[config.mk]
export PLATFORM = sky130hd
export DESIGN_NAME = cim_core_reg_file
export DESIGN_NICKNAME = d
export VERILOG_FILES = /design/src/rtl/cim_core_reg_file.sv
export SDC_FILE = /design/constraint.sdc
export NUM_CORES = 1
export LEC_CHECK = 0
export CAP_MARGIN = 25
export CORE_AREA = 3 3 106 133
export CTS_CLUSTER_SIZE = 8
export DETAILED_ROUTE_END_ITERATION = 10
export DIE_AREA = 0 0 109 136
export GPL_ROUTABILITY_DRIVEN = 0
export GPL_TIMING_DRIVEN = 0
export PLACE_DENSITY = 0.74
export SYNTH_ARGS = -nofsm -noshare
export SYNTH_HDL_FRONTEND = slang
export SYNTH_SLANG_ARGS = --single-unit
[constraint.sdc]
create_clock -name clk_i -period 2 [get_ports clk_i]
set_input_delay 0.4 -clock clk_i [delete_from_list [all_inputs] [get_ports clk_i]]
set_output_delay 0.4 -clock clk_i [all_outputs]
set_load 0.02 [all_outputs]
[src/rtl/cim_core_reg_file.sv]
// ----------------------------------------------------------------------------
// cim_core_reg_file
//
// Memory-mapped control/status register block for a compute-in-memory core.
// A simple valid/ready register bus programs the operation configuration
// (source, destination, length), launches the core with a one-cycle start
// pulse, and collects the core's done/error completion pulses into sticky
// status bits that can raise a level interrupt.
//
// Register map (byte offsets, only addr[4:2] decoded):
//   0x00 CTRL      b0 START (W1, self-clear), b1 SOFT_CLR (W1, self-clear),
//                  b2 IRQ_EN (RW)
//   0x04 STATUS    b0 BUSY (RO), b1 DONE (W1C), b2 ERR (W1C)
//   0x08 SRC_ADDR  RW
//   0x0C DST_ADDR  RW
//   0x10 LEN       RW, LEN_WIDTH bits
//   0x14 CYCLE_CNT RO (only when CIM_CORE_REG_PERF_EN is defined,
//                  otherwise the offset is unmapped)
//   0x18 ID        RO, returns ID_VALUE
//
// Parameters:
//   ID_VALUE    value returned by the ID register
//   LEN_WIDTH   width of the LEN register and len_o
//
// Ports:
//   clk_i, rst_i               single clock, synchronous active-high reset
//   reg_valid_i/reg_write_i    bus request (held until ready), 1 = write
//   reg_addr_i/reg_wdata_i     byte address and write data
//   reg_wstrb_i                byte write strobes
//   reg_rdata_o/reg_ready_o    read data and transfer acknowledge
//   reg_error_o                transfer error, valid with ready
//   start_o                    one-cycle operation start pulse to the core
//   src_addr_o/dst_addr_o      operation source/destination addresses
//   len_o                      operation length
//   done_i/err_i               core completion / error pulses
//   irq_o                      level interrupt IRQ_EN & (DONE | ERR)
//
// Build option:
//   CIM_CORE_REG_PERF_EN       when defined, adds the saturating CYCLE_CNT
//                              busy-cycle counter at 0x14.
// ----------------------------------------------------------------------------
module cim_core_reg_file #(
    parameter logic [31:0] ID_VALUE  = 32'hC1A0_0001,
    parameter int unsigned LEN_WIDTH = 16
) (
    input  logic                 clk_i,
    input  logic                 rst_i,
    input  logic                 reg_valid_i,
    input  logic                 reg_write_i,
    input  logic [31:0]          reg_addr_i,
    input  logic [31:0]          reg_wdata_i,
    input  logic [3:0]           reg_wstrb_i,
    output logic [31:0]          reg_rdata_o,
    output logic                 reg_ready_o,
    output logic                 reg_error_o,
    output logic                 start_o,
    output logic [31:0]          src_addr_o,
    output logic [31:0]          dst_addr_o,
    output logic [LEN_WIDTH-1:0] len_o,
    input  logic                 done_i,
    input  logic                 err_i,
    output logic                 irq_o
);

    localparam logic [2:0] OFF_CTRL   = 3'd0;
    localparam logic [2:0] OFF_STATUS = 3'd1;
    localparam logic [2:0] OFF_SRC    = 3'd2;
    localparam logic [2:0] OFF_DST    = 3'd3;
    localparam logic [2:0] OFF_LEN    = 3'd4;
    localparam logic [2:0] OFF_CNT    = 3'd5;
    localparam logic [2:0] OFF_ID     = 3'd6;

    typedef enum logic {
        IDLE = 1'b0,
        ACK  = 1'b1
    } state_t;

    state_t state_q, state_d;

    logic                 irq_en_q, irq_en_d;
    logic                 busy_q,   busy_d;
    logic                 done_q,   done_d;
    logic                 err_q,    err_d;
    logic                 start_q,  start_d;
    logic [31:0]          src_q,    src_d;
    logic [31:0]          dst_q,    dst_d;
    logic [LEN_WIDTH-1:0] len_q,    len_d;

    logic [2:0]  offset;
    logic        in_ack;
    logic        wr_en;
    logic        bad_access;
    logic [31:0] read_val;
    logic [31:0] len_ext;
    logic [31:0] len_merged;
    logic        start_req;
    logic        soft_clr_req;
    logic        start_ok;
    logic        start_rej;
    logic        commit;

    // Address bits outside [4:2] are intentionally ignored by the decoder.
    logic unused_addr_bits;
    assign unused_addr_bits = ^{reg_addr_i[31:5], reg_addr_i[1:0]};

    // Byte-lane merge used by every RW register.
    function automatic logic [31:0] merge_bytes(input logic [31:0] old_val,
                                                input logic [31:0] new_val,
                                                input logic [3:0]  strb);
        logic [31:0] res;
        res = old_val;
        for (int b = 0; b < 4; b++) begin
            if (strb[b]) begin
                res[8*b +: 8] = new_val[8*b +: 8];
            end
        end
        return res;
    endfunction

    assign offset = reg_addr_i[4:2];
    assign in_ack = (state_q == ACK);
    assign wr_en  = in_ack & reg_write_i;

    always_comb begin
        len_ext                = '0;
        len_ext[LEN_WIDTH-1:0] = len_q;
    end

`ifdef CIM_CORE_REG_PERF_EN
    logic [31:0] cycle_cnt_q, cycle_cnt_d;
`endif

    // Bus FSM: a request seen in IDLE is acknowledged in the following ACK
    // cycle, which gives every transfer a fixed two-cycle minimum.
    always_comb begin
        state_d     = state_q;
        reg_ready_o = 1'b0;
        case (state_q)
            IDLE: begin
                if (reg_valid_i) begin
                    state_d = ACK;
                end
            end
            ACK: begin
                reg_ready_o = 1'b1;
                state_d     = IDLE;
            end
            default: state_d = IDLE;
        endcase
    end

    // Read mux and access legality. Writes to read-only registers and any
    // access to an unmapped offset are rejected without side effects.
    always_comb begin
        read_val   = '0;
        bad_access = 1'b0;
        case (offset)
            OFF_CTRL:   read_val = {29'd0, irq_en_q, 2'b00};
            OFF_STATUS: read_val = {29'd0, err_q, done_q, busy_q};
            OFF_SRC:    read_val = src_q;
            OFF_DST:    read_val = dst_q;
            OFF_LEN:    read_val = len_ext;
            OFF_CNT: begin
`ifdef CIM_CORE_REG_PERF_EN
                read_val   = cycle_cnt_q;
                bad_access = reg_write_i;
`else
                bad_access = 1'b1;
`endif
            end
            OFF_ID: begin
                read_val   = ID_VALUE;
                bad_access = reg_write_i;
            end
            default: bad_access = 1'b1;
        endcase
    end

    // SOFT_CLR wins over a START written in the same word; a START that
    // arrives while busy is dropped and flagged, but the rest of the CTRL
    // write still lands.
    assign start_req    = wr_en & (offset == OFF_CTRL) & reg_wdata_i[0] & reg_wstrb_i[0];
    assign soft_clr_req = wr_en & (offset == OFF_CTRL) & reg_wdata_i[1] & reg_wstrb_i[0];
    assign start_ok     = start_req & ~soft_clr_req & ~busy_q;
    assign start_rej    = start_req & ~soft_clr_req &  busy_q;
    assign commit       = wr_en & ~bad_access;

    // Bus response: data and error are only driven while acknowledging.
    always_comb begin
        reg_rdata_o = '0;
        reg_error_o = 1'b0;
        if (in_ack) begin
            reg_error_o = bad_access | start_rej;
            if (!reg_write_i && !bad_access) begin
                reg_rdata_o = read_val;
            end
        end
    end

    // Configuration registers, written per byte lane.
    assign len_merged = merge_bytes(len_ext, reg_wdata_i, reg_wstrb_i);

    always_comb begin
        irq_en_d = irq_en_q;
        src_d    = src_q;
        dst_d    = dst_q;
        len_d    = len_q;
        if (commit) begin
            case (offset)
                OFF_CTRL: if (reg_wstrb_i[0]) irq_en_d = reg_wdata_i[2];
                OFF_SRC:  src_d = merge_bytes(src_q, reg_wdata_i, reg_wstrb_i);
                OFF_DST:  dst_d = merge_bytes(dst_q, reg_wdata_i, reg_wstrb_i);
                OFF_LEN:  len_d = len_merged[LEN_WIDTH-1:0];
                default: ;
            endcase
        end
    end

    // Operation status. Ordering encodes priority: a core done/err pulse
    // overrides a same-cycle W1C clear, and SOFT_CLR overrides everything.
    always_comb begin
        start_d = start_ok;
        busy_d  = busy_q;
        done_d  = done_q;
        err_d   = err_q;
        if (start_ok) begin
            busy_d = 1'b1;
            done_d = 1'b0;
            err_d  = 1'b0;
        end
        if (commit && (offset == OFF_STATUS) && reg_wstrb_i[0]) begin
            if (reg_wdata_i[1]) done_d = 1'b0;
            if (reg_wdata_i[2]) err_d  = 1'b0;
        end
        if (busy_q && done_i) begin
            busy_d = 1'b0;
            done_d = 1'b1;
        end
        if (busy_q && err_i) begin
            busy_d = 1'b0;
            err_d  = 1'b1;
        end
        if (soft_clr_req) begin
            busy_d = 1'b0;
            done_d = 1'b0;
            err_d  = 1'b0;
        end
    end

    always_ff @(posedge clk_i) begin
        if (rst_i) begin
            state_q  <= IDLE;
            irq_en_q <= 1'b0;
            busy_q   <= 1'b0;
            done_q   <= 1'b0;
            err_q    <= 1'b0;
            start_q  <= 1'b0;
            src_q    <= '0;
            dst_q    <= '0;
            len_q    <= '0;
        end else begin
            state_q  <= state_d;
            irq_en_q <= irq_en_d;
            busy_q   <= busy_d;
            done_q   <= done_d;
            err_q    <= err_d;
            start_q  <= start_d;
            src_q    <= src_d;
            dst_q    <= dst_d;
            len_q    <= len_d;
        end
    end

`ifdef CIM_CORE_REG_PERF_EN
    // Busy-cycle counter: restarts on an accepted START, saturates at max.
    always_comb begin
        cycle_cnt_d = cycle_cnt_q;
        if (busy_q && (cycle_cnt_q != 32'hFFFF_FFFF)) begin
            cycle_cnt_d = cycle_cnt_q + 32'd1;
        end
        if (start_ok || soft_clr_req) begin
            cycle_cnt_d = '0;
        end
    end

    always_ff @(posedge clk_i) begin
        if (rst_i) begin
            cycle_cnt_q <= '0;
        end else begin
            cycle_cnt_q <= cycle_cnt_d;
        end
    end
`endif

    assign start_o    = start_q;
    assign src_addr_o = src_q;
    assign dst_addr_o = dst_q;
    assign len_o      = len_q;
    assign irq_o      = irq_en_q & (done_q | err_q);

endmodule

==> flow_metrics.env <==
export IMPL_worstRegToRegCells=5
export IMPL_via_per_inst=5.34
export IMPL_grtUsageMet2=0.391
export IMPL_wl_per_cell_um=18.4
export IMPL_dp_cells=861
export IMPL_final_min_clock_period_ns=1.97
export IMPL_power_density_nw_per_um2=569
export IMPL_power_uw=3840
export IMPL_final_antenna_net_count=0
export IMPL_final_max_slew_viol_count=0
export IMPL_rsz0062_at_grt="no"
export IMPL_synth_distinct_cells=40
export IMPL_syn_nets=610
export IMPL_cp_max_fo=6
export IMPL_grt_pass1_vias=4775
export IMPL_hold_depth=3
export IMPL_wl_um=16500
export IMPL_ir_worst_vdd_v=0.000480
export IMPL_cts_tree="done"
export IMPL_synth_area_leaders="dfxtp_1 (38%), mux2i_1 (9.5%), a21oi_1 (7.9%)"
export IMPL_cts_max_level=3
export IMPL_synth_cells=536
export IMPL_num_nets_final=796
export IMPL_synth_seq_cells=86
export IMPL_place_hpwl_um=12100
export IMPL_synth_common_cells="dfxtp_1 (86), a21oi_1 (71), o21ai_0 (67)"
export IMPL_die_x_um=109
export IMPL_cts_hold_buf=0
export IMPL_die_area_um2=14800
export IMPL_yosysMostFrequentCell="dfxtp_1"
export IMPL_syn_to_final_growth_pct=49.9
export IMPL_use_met1=0.247
export IMPL_core_area_um2=12800
export IMPL_clockBufferDepth=2
export IMPL_grt_usage=0.221
export IMPL_post_route_util=0.527
export IMPL_r2r_end="src_addr_o[14]"
export IMPL_io_buffers=157
export IMPL_required_ns=1.60
export IMPL_min_to="src_addr_o[1]"
export IMPL_endpoint_kind="output port"
export IMPL_cts_buffers=9
export IMPL_drc=0
export IMPL_grt_pass1_wl_um=25400
export IMPL_hold_class="in2reg"
export IMPL_cts_sinks=86
export IMPL_synth_seq_area_share=0.382
export IMPL_syn_area_um2=4510
export IMPL_leakage_uw=0.00259
export IMPL_grt_overflow_total=0
export IMPL_yosys_area_top_type="dfxtp_1"
export IMPL_fmax_mhz=507
export IMPL_final_cells=895
export IMPL_clock_skew_ns=0.00499
export IMPL_max_cap_violations=0
export IMPL_initial_core_util=0.352
export IMPL_yosys_warnings=0
export IMPL_yosysTopAreaCellShare=0.382
export IMPL_grt_busiest_layer="met2"
export IMPL_cp_arrival_ns=1.57
export IMPL_drive_above_1_share=0.168
export IMPL_clock_latency_ns=0.34
export IMPL_r2r_start="in_ack"
export IMPL_die_h_um=136
export IMPL_tightest_slew_ns=0.617
export IMPL_n_fill_cell=1212
export IMPL_via_count=4782
export IMPL_ios=190
export IMPL_synthArstFlopShare=0
export IMPL_cp_start_kind="input port"
export IMPL_hp_start="reg_wdata_i[1]"
export IMPL_maxSlewHeadroom=0.588
export IMPL_rows=46
export IMPL_setup_viol=0
export IMPL_finalHoldViolCount=0
export IMPL_antenna_found_initial=1
export IMPL_min_period_over_period=0.986
export IMPL_grt_max_degree=14
export IMPL_path_class="in2out"
export IMPL_ys_flop_type="dfxtp_1"
export IMPL_dr_pass1_iters=4
export IMPL_grt_use_met3=0.0665
export IMPL_synth_area_per_cell_um2=8.42
export IMPL_synth_enable_flop_cells=0
export IMPL_drtIter0Drc=330
export IMPL_status="finished clean"
export IMPL_clkTransAtPathRegs_ns=0.06
export IMPL_clock_root_buffer="clkbuf_16"
export IMPL_r2r_slack_ns=0.53
==> cell usage in the layout, fill, tap and decap left out, types with 3 or more instances in the layout <==
cell	instances
a21oi_1	70
and2_1	3
and3b_1	28
buf_2	18
buf_4	47
buf_6	11
clkbuf_1	16
clkbuf_16	11
clkbuf_2	7
clkdlybuf4s50_1	120
dfxtp_1	85
mux2_2	4
mux2i_1	43
nand2_1	31
nand2b_1	51
nand3_1	49
nor2_1	11
o21ai_0	63
o21ai_1	5
o31ai_1	3
==> per-layer routing <==
metal	wire, µm	vias up	part of all wire
li1	-	2275	-
met1	6060	2234	0.37
met2	8300	244	0.50
met3	1710	29	0.10
met4	399	0	0.024
met5	0	-	0
==> kinds of logic after synthesis <==
logic type / share of synthesized area
simple gates: 0.273
compound gates: 0.173
flops: 0.382
buf+inv: 0.0663
mux: 0.105
==> repair_timing <==
action	in CTS	in global routing
pin swaps	9	2
endpoints found under the setup margin	33	25
resized for setup	198	19
endpoints found under the hold margin	0	0
buffers inserted	8	7
cloned	3	0
==> final cells by class <==
cell class | instances | area [µm²] | area share
Sequential cell | 86 | 1730 | 0.255
Tap cell | 168 | 210 | 0.0311
Buffer | 51 | 398 | 0.0588
Multi-Input combinational cell | 396 | 2530 | 0.374
Clock buffer | 12 | 246 | 0.0365
Clock inverter | 3 | 45.0 | 0.00666
Antenna cell | 1 | 2.50 | 0.000370
Timing Repair Buffer | 175 | 1590 | 0.236
Inverter | 3 | 13.8 | 0.00204
==> flip-flops by register name, summed over array words and instances (netlist names) <==
name        count
dst_addr_o     32
src_addr_o     32
len_o          16
busy_q          1
done_q          1
err_q           1
in_ack          1
irq_en_q        1
start_o         1
==> how the worst max path moves through the flow <==
stage                              from              end  depth (start not counted)
final                     reg_addr_i[4]   reg_rdata_o[2]                          7
after global routing      reg_addr_i[4]  reg_rdata_o[19]                          9
after CTS                        in_ack  reg_rdata_o[28]                          6
after detailed placement  reg_addr_i[4]  reg_rdata_o[17]                          8
after global placement    reg_addr_i[4]  reg_rdata_o[17]                          8
after floorplan                  in_ack   reg_rdata_o[2]                          3
==> critical path: stages <==
cell	delay [ns]
buf_2	0.12
buf_6	0.14
clkbuf_16	0.16
nand2_4	0.07
nand3_4	0.13
a311oi_2	0.34
buf_4	0.21
==> power by group <==
group	switching, µW	internal, µW	leakage (µW)
Sequential	7.40	1720	0.000693
Clock	671	996	0.000135
Combinational	243	208	0.00177
==> stage by stage <==
step	setup TNS, ns	setup WS (ns)	hold slack, ns	instance area, µm²
after floorplan	0	0.0786	0.459	4510
after global placement	-33.74	-1.10	0.469	6290
after detailed placement	-34.40	-1.12	0.476	6290
after CTS	0	0.0141	0.488	6680
after global routing	0	0.00275	0.496	6760
final	0	0.0273	0.484	6760
Power figures use the tool's default switching activity.
